--- src/rtl/phase_acc_mp.sv ---
// Multi-profile DDS phase accumulator with shadow/active profile registers
// and an optional wrap-synchronous profile switch.
module phase_acc_mp #(
  parameter int ACC_W       = 28,
  parameter int PHASE_W     = 12,
  parameter int NPROF       = 4,
  parameter int SYNC_SWITCH = 1,
  localparam int AW         = $clog2(NPROF)
) (
  input  logic               clock,
  input  logic               reset,
  input  logic               run,
  input  logic               sync_clr,
  input  logic               wr_en,
  input  logic [AW-1:0]      wr_addr,
  input  logic               wr_reg,
  input  logic [ACC_W-1:0]   wr_data,
  input  logic               update,
  input  logic [AW-1:0]      prof_sel,
  output logic [AW-1:0]      prof_cur,
  output logic               switch_pend,
  output logic               wrap,
  output logic [PHASE_W-1:0] phase_out
);

  typedef enum logic {
    IDLE = 1'b0,
    WAIT = 1'b1
  } state_t;

  localparam logic [AW:0] NPROF_V = (AW+1)'(NPROF);

  logic [ACC_W-1:0]   acc;
  logic [ACC_W:0]     sum;
  logic               carry;
  logic               wr_ok;
  logic               sel_ok;
  logic               req;

  logic [ACC_W-1:0]   ftw_sh   [NPROF];
  logic [ACC_W-1:0]   ftw_act  [NPROF];
  logic [PHASE_W-1:0] pofs_sh  [NPROF];
  logic [PHASE_W-1:0] pofs_act [NPROF];

  state_t             state;
  state_t             state_nx;
  logic [AW-1:0]      target;
  logic [AW-1:0]      target_nx;
  logic [AW-1:0]      cur_nx;

  assign sum    = {1'b0, acc} + {1'b0, ftw_act[prof_cur]};
  assign carry  = run & ~sync_clr & sum[ACC_W];
  assign wr_ok  = wr_en & ({1'b0, wr_addr} < NPROF_V);
  assign sel_ok = {1'b0, prof_sel} < NPROF_V;
  assign req    = sel_ok & (prof_sel != prof_cur);

  assign switch_pend = (state == WAIT);

  // Commit samples the shadow before this edge's write lands
  always_ff @(posedge clock or negedge reset) begin
    if (!reset) begin
      for (int i = 0; i < NPROF; i++) begin
        ftw_sh[i]   <= '0;
        ftw_act[i]  <= '0;
        pofs_sh[i]  <= '0;
        pofs_act[i] <= '0;
      end
    end else begin
      if (update) begin
        for (int i = 0; i < NPROF; i++) begin
          ftw_act[i]  <= ftw_sh[i];
          pofs_act[i] <= pofs_sh[i];
        end
      end
      if (wr_ok) begin
        if (wr_reg) begin
          pofs_sh[wr_addr] <= wr_data[PHASE_W-1:0];
        end else begin
          ftw_sh[wr_addr] <= wr_data;
        end
      end
    end
  end

  always_ff @(posedge clock or negedge reset) begin
    if (!reset) begin
      acc       <= '0;
      wrap      <= 1'b0;
      phase_out <= '0;
    end else begin
      phase_out <= acc[ACC_W-1 -: PHASE_W] + pofs_act[prof_cur];
      if (sync_clr) begin
        acc  <= '0;
        wrap <= 1'b0;
      end else if (run) begin
        acc  <= sum[ACC_W-1:0];
        wrap <= sum[ACC_W];
      end else begin
        wrap <= 1'b0;
      end
    end
  end

  always_ff @(posedge clock or negedge reset) begin
    if (!reset) begin
      state    <= IDLE;
      target   <= '0;
      prof_cur <= '0;
    end else begin
      state    <= state_nx;
      target   <= target_nx;
      prof_cur <= cur_nx;
    end
  end

  always_comb begin
    state_nx  = state;
    target_nx = target;
    cur_nx    = prof_cur;
    unique case (state)
      IDLE: begin
        if (req) begin
          if (SYNC_SWITCH == 0) begin
            cur_nx = prof_sel;
          end else begin
            target_nx = prof_sel;
            state_nx  = WAIT;
          end
        end
      end
      WAIT: begin
        if (sync_clr || carry) begin
          cur_nx   = target;
          state_nx = IDLE;
        end else if (prof_sel == prof_cur) begin
          state_nx = IDLE;
        end else if (sel_ok) begin
          target_nx = prof_sel;
        end
      end
      default: state_nx = IDLE;
    endcase
  end

endmodule

--- config.mk ---
export PLATFORM = sky130hd
export DESIGN_NAME = phase_acc_mp
export DESIGN_NICKNAME = d
export VERILOG_FILES = /design/src/rtl/phase_acc_mp.sv
export SDC_FILE = /design/constraint.sdc
export NUM_CORES = 1
export LEC_CHECK = 0
export CAP_MARGIN = 40
export CORE_AREA = 2 2 192 194
export DETAILED_ROUTE_END_ITERATION = 8
export DIE_AREA = 0 0 194 196
export PLACE_DENSITY = 0.7
export SLEW_MARGIN = 40
export SYNTH_ARGS = -nofsm -noshare
export SYNTH_HDL_FRONTEND = slang
export SYNTH_SLANG_ARGS = --single-unit
--- constraint.sdc ---
create_clock -name clock -period 5.8 [get_ports clock]
set_input_delay 1.16 -clock clock [delete_from_list [all_inputs] [get_ports clock]]
set_output_delay 1.16 -clock clock [all_outputs]
set_load 0.01 [all_outputs]
==> results.cfg, run 1 <==
[run_status]
status = completed

[sta]
setup_viol = 0
skew_ns = 0.0146
drv_slew = 0
tns_ns = 0
relSlewSlack_pct = 48.1
max_freq_ghz = 0.245
rsz0062_at_grt = no
hold_slack_ns = 0.481
hold_viol = 0
post-route-min-period_ns = 4.08
worst_pin_slew_ns = 0.776
fin_crit_sh_pct = 70.3

[pwr]
intPower_w = 0.00646
p_leak_nw = 8.13
powerDensity_mw_per_mm2 = 511
p_seq_share_pct = 38.4
netSwitchingFraction_pct = 32.7
p_clk_share_pct = 25.4
peakVddDrop_mv = 0.295
p_sw_w = 0.00314
combPwrFrac_pct = 36.2

[floorplan]
core_area_mm2 = 0.0361
fp-row-count = 70
initial_core_util_pct = 45.4
io_pins = 55
die_h_um = 196
die_w_um = 194
die-area_mm2 = 0.0380

[clocking]
cts_made_buffers = 39
clk_latency_ns = 0.52
cts_buffer_depth = 3
cts_resized = 0
cts-root-buf = clkbuf_16
cts_sinks = 366
cts_htree_levels = 2
ctsHoldBuffers = 0
clk_pin_slew_ns = 0.06
cts_setup_buffers = 0
cts_tree = yes

[route]
route.detailed.drc = 0
wl_um = 33900
drt_iter0_drc = 492
drtAntennaViolNets = 0
viasPerCell = 5.60
first_pass_iters = 6
wl_per_cell_um = 20.0
vias = 9494

[synth]
synth.avg_cell_area_um2 = 14.4
ys_ff_latch = 366
synth_most_common_cell = dfrtp_1
synth_common_cells = dfrtp_1 (366), mux2_2 (315), nor2_1 (46)
ys_types = 64
synth_edf_count = 0
yosys.area.top_type = dfrtp_1
synth_flop_cell = dfrtp_1
syn_nets = 1221
seq_area_frac_synth_pct = 55.9
ys_async_sr_fraction_pct = 100
ys_warn_count = 0
postSynthCellCount = 1141
synth_top_area_share_pct = 55.9
synth_area_mm2 = 0.0164
yosys-top-cells-area = dfrtp_1 (56%), mux2_2 (22%), mux4_2 (5.5%), ha_1 (3.0%), nor2_1 (1.1%)

[place]
dp_hpwl_um = 22000
place_congestion = 0.865
port_buffers = 54

[critical_path]
crit_fanout = 24
end_kind = register
start_kind = register
setup.worst_path.class = register to register
required_ns = 6.20
crit_arrival_ns = 4.48

[min_path]
hold_path.class = register to register

[cells_and_area]
drive_gt1_share_pct = 36.8
postLayoutCoreUtil_pct = 52.0
diodes = 0
area_growth_pct = 14.6
layout.nets = 1277

[grt]
grt_max_degree = 125
grt_pass1_vias = 10100
grt_remaining_overflow = 0
grt_pass1_wl_um = 55600
antenna_found_initial = 1
track_usage_pct = 18.3

[flow_run]
maxCapViolCount = 0
==> placed cells by master (no fill, tap or decap), types with 19 or more instances in the layout <==
cell             instances
dfrtp_1                364
mux2_2                 315
clkdlybuf4s50_1         52
nor2_1                  46
mux4_2                  40
ha_1                    39
clkbuf_16               39
nand2_1                 32
a21oi_1                 29
xnor2_1                 19
==> flip-flops by register name (all words and copies together), names as in the netlist <==
register     count
phase_out       12
target           2
pofs_sh         48
pofs_act        48
ftw_sh         112
prof_cur         2
ftw_act        112
switch_pend      1
wrap             1
acc             28
==> layout make-up <==
class                   instances  area, um2
clock buffers                  60       1140
clock inverters                11        121
fillers                      2988      17300
inverters                      16       60.1
multi-input cells             701       6970
flip-flops and latches        366       9160
well taps                     468        586
repair buffers                 73        741
==> worst paths after layout <==
path                                  start            to  slack [ns]  cells after the start
worst min register to register   ftw_sh[94]    ftw_sh[94]        0.48                      1
worst max-delay path            prof_cur[0]     target[0]        1.72                     13
max in group asynchronous             reset   ftw_act[70]        3.82                      3
min in group asynchronous             reset  phase_out[5]        0.58                      1
worst max register to register  prof_cur[0]     target[0]        1.72                     13
worst min-delay path             ftw_sh[94]    ftw_sh[94]        0.48                      1
==> worst max-delay path: stages (launching register included) <==
cell,delay [ns]
dfrtp_2,0.35
buf_4,0.45
mux4_2,0.58
ha_1,0.22
inv_1,0.07
fa_1,0.24
nor2b_4,0.06
o31a_1,0.30
o31ai_4,0.23
a2111oi_1,0.13
or3b_4,0.43
a41oi_2,0.29
a21boi_4,0.27
mux2_4,0.32
==> logic make-up (layout without fill, tap and decap cells) <==
logic type      count (synthesis)  after routing  share of synthesized area, %
mux                           375            375                          28.5
compound gates                117            117                          4.96
flops                         366            366                          55.9
xor+xnor                       27             27                          1.44
simple gates                  141            141                          4.28
fa+ha+maj                      41             41                          3.22
buf+inv                        74            160                          1.72
==> routing by layer <==
layer  vias up  routed length [um]  track usage (%)
met3        61                1170             2.78
met4         2                1230             7.10
li1       4289                   -                -
met2       172               16100             29.5
met1      4970               15400             25.2
met5         -                  12                0
==> power by group through the flow <==
stage                     combinational [W]  clock (W)  sequential, W
after CTS                           0.00348    0.00249        0.00369
after floorplan                     0.00266          0        0.00354
final                               0.00347    0.00244        0.00368
after detailed placement            0.00347          0        0.00373
after global placement              0.00338          0        0.00369
after global routing                0.00384    0.00261        0.00377
==> stage by stage <==
| stage | power, W | std cells | worst slack (ns) | cell area (um2) |
|---|---|---|---|---|
| finish | 0.00960 | 1695 | 1.72 | 18800 |
| floorplan | 0.00620 | 1141 | 1.62 | 16400 |
| global placement | 0.00707 | 1619 | 1.79 | 17400 |
| detailed placement | 0.00720 | 1624 | 1.66 | 17500 |
| CTS | 0.00966 | 1695 | 1.65 | 18800 |
| global route | 0.0102 | 1695 | 1.52 | 18800 |
Power figures use the tool's default switching activity.
==> inputs of run 2 (changes only) <==
==> constraint.sdc (replaced) <==
create_clock -name clock -period 4.05 [get_ports clock]
set_input_delay 0.81 -clock clock [delete_from_list [all_inputs] [get_ports clock]]
set_output_delay 0.81 -clock clock [all_outputs]
set_load 0.01 [all_outputs]
==> run 2 against run 1 <==
Compared with the run above: final area about the same; via count decreased by 0.24%; maximum frequency increased by 6.1%; clock skew increased by 0.0055 ns; sequential power increased by 43%; worst setup slack got worse by 1.5 ns; die area unchanged; count of clock-buffer cells in the layout decreased by 3; global-route usage about the same; critical path depth decreased by 2; final cell count increased by 0.29%; first-iteration DRC count decreased by 2.2%; largest cell class unchanged; largest power group unchanged.
==> results.cfg, run 2 (synthesis gave the netlist of run 1 again) <==
[critical_path]
end_kind = register
crit_arrival_ns = 4.24
reg2reg_from = prof_cur[0]
max_stage_delay_ns = 0.52
path_cells = buf_12, mux4_2, ha_1, a21oi_1, o211ai_1, a41oi_1, nor2_1, or3b_4, a41oi_2, a21boi_4, mux2_4
crit_fanout = 16
setup.worst_path.class = register to register
required_ns = 4.45
worst_path_max_delay_cell = mux4_2
crit_family = compound AO/OA/AOI/OAI gates
cp-startpoint = prof_cur[0]
start_kind = register
cp_num_buf_inv = 1

[clocking]
clk_pin_slew_ns = 0.06
cts_sinks = 366
cts_resized = 0
cts_buffer_depth = 3
cts_made_buffers = 38
cts_tree = yes
cts_htree_levels = 2
clk_latency_ns = 0.53
ctsHoldBuffers = 0
cts_setup_buffers = 0
cts-root-buf = clkbuf_16

[sta]
hold_viol = 0
setup_viol = 0
skew_ns = 0.0201
drv_slew = 0
fin_crit_sh_pct = 94.9
rsz0062_at_grt = no
worst_pin_slew_ns = 0.751
max_freq_ghz = 0.260
tns_ns = 0
relSlewSlack_pct = 49.9
post-route-min-period_ns = 3.84

[route]
wl_per_cell_um = 19.9
drtAntennaViolNets = 0
drt_iter0_drc = 481
vias = 9471
route.detailed.drc = 0
first_pass_iters = 5
wl_um = 33800
viasPerCell = 5.57

[place]
placed_area_mm2 = 0.0176
place_congestion = 0.873
dp_hpwl_um = 22800
port_buffers = 54

[cells_and_area]
diodes = 0
layout.nets = 1286
area_growth_pct = 14.6
layout_commonest_cell = dfrtp_1
reg.largest.list = ftw_act x112, ftw_sh x112
layout_common_cells = dfrtp_1 (364), mux2_2 (315), clkdlybuf4s50_1 (52), nor2_1 (46), mux4_2 (40)
post-route-cell-area_mm2 = 0.0188
drive_gt1_share_pct = 37.0

[pwr]
power_w = 0.0136
p_leak_nw = 8.14
powerDensity_mw_per_mm2 = 722
peakVddDrop_mv = 0.404

[grt]
grt_pass1_wl_um = 55700
grt_pass1_vias = 9979
track_usage_pct = 18.3
grt_max_degree = 88
antenna_found_initial = 0
grt_remaining_overflow = 0

[min_path]
hold_path.class = primary input to async pin

[flow_run]
maxCapViolCount = 0

[run_status]
status = completed

[floorplan]
core_area_mm2 = 0.0361
io_pins = 55
fp-row-count = 70
initial_core_util_pct = 45.4
die-area_mm2 = 0.0380
die_w_um = 194
die_h_um = 196
==> run 2: cell count changes in the layout (fill, tap and decap cells not counted), sizes merged <==
| cell | change |
|---|---|
| buf | +11 |
| bufinv | -2 |
| inv | -1 |
| clkbuf | -4 |
| clkinv | +1 |
==> run 2: through the flow <==
| stage | hold slack, ns | worst slack (ns) | instances | utilization (%) |
|---|---|---|---|---|
| after floorplan | 0.452 | 0.0245 | 1141 | - |
| after global placement | 0.463 | 0.353 | 1634 | 48.8 |
| after detailed placement | 0.471 | 0.260 | 1634 | 48.8 |
| after CTS | 0.309 | 0.248 | 1700 | 52.0 |
| after global routing | 0.343 | 0.0465 | 1700 | 52.0 |
| final | 0.281 | 0.206 | 1700 | 52.0 |
==> run 2: worst register-to-register path, cell delays in order, from the launching register on <==
cell and delay [ns]:
dfrtp_2 0.49, buf_12 0.21, mux4_2 0.55, ha_1 0.38, a21oi_1 0.29, o211ai_1 0.14, a41oi_1 0.29, nor2_1 0.08
or3b_4 0.43, a41oi_2 0.28, a21boi_4 0.27, mux2_4 0.32
==> run 2: path summary, 6_finish.rpt <==
path                                 to  slack, ns  cells after the start
min reg2reg                 prof_cur[1]       0.48                      1
min in group clock          prof_cur[1]       0.48                      1
max in group asynchronous   ftw_act[98]       2.53                      2
max reg2reg                   target[1]       0.21                     11
min                        phase_out[8]       0.28                      1
max                           target[1]       0.21                     11
==> run 2: layout make-up <==
| cell class | count | area [um2] |
|---|---|---|
| clock inverter | 9 | 68.8 |
| fill | 2998 | 17300 |
| clock buffer | 57 | 1090 |
| inverter | 16 | 60.1 |
| multi-input combinational | 701 | 6970 |
| tap | 468 | 586 |
| sequential | 366 | 9160 |
| timing repair buffer | 83 | 840 |
==> run 2: routing by layer <==
| metal | wire length [um] | track usage [%] |
|---|---|---|
| met1 | 15700 | 25.5 |
| met2 | 16000 | 29.6 |
| met3 | 1020 | 2.72 |
| met4 | 1030 | 5.95 |
| met5 | 0 | 0 |
==> run 2: power breakdown <==
part	switching, W	internal (W)	total, W
Sequential	0.000602	0.00465	0.00525
Clock	0.00139	0.00187	0.00326
Combinational	0.00244	0.00259	0.00504
Total	0.00444	0.00912	0.0136
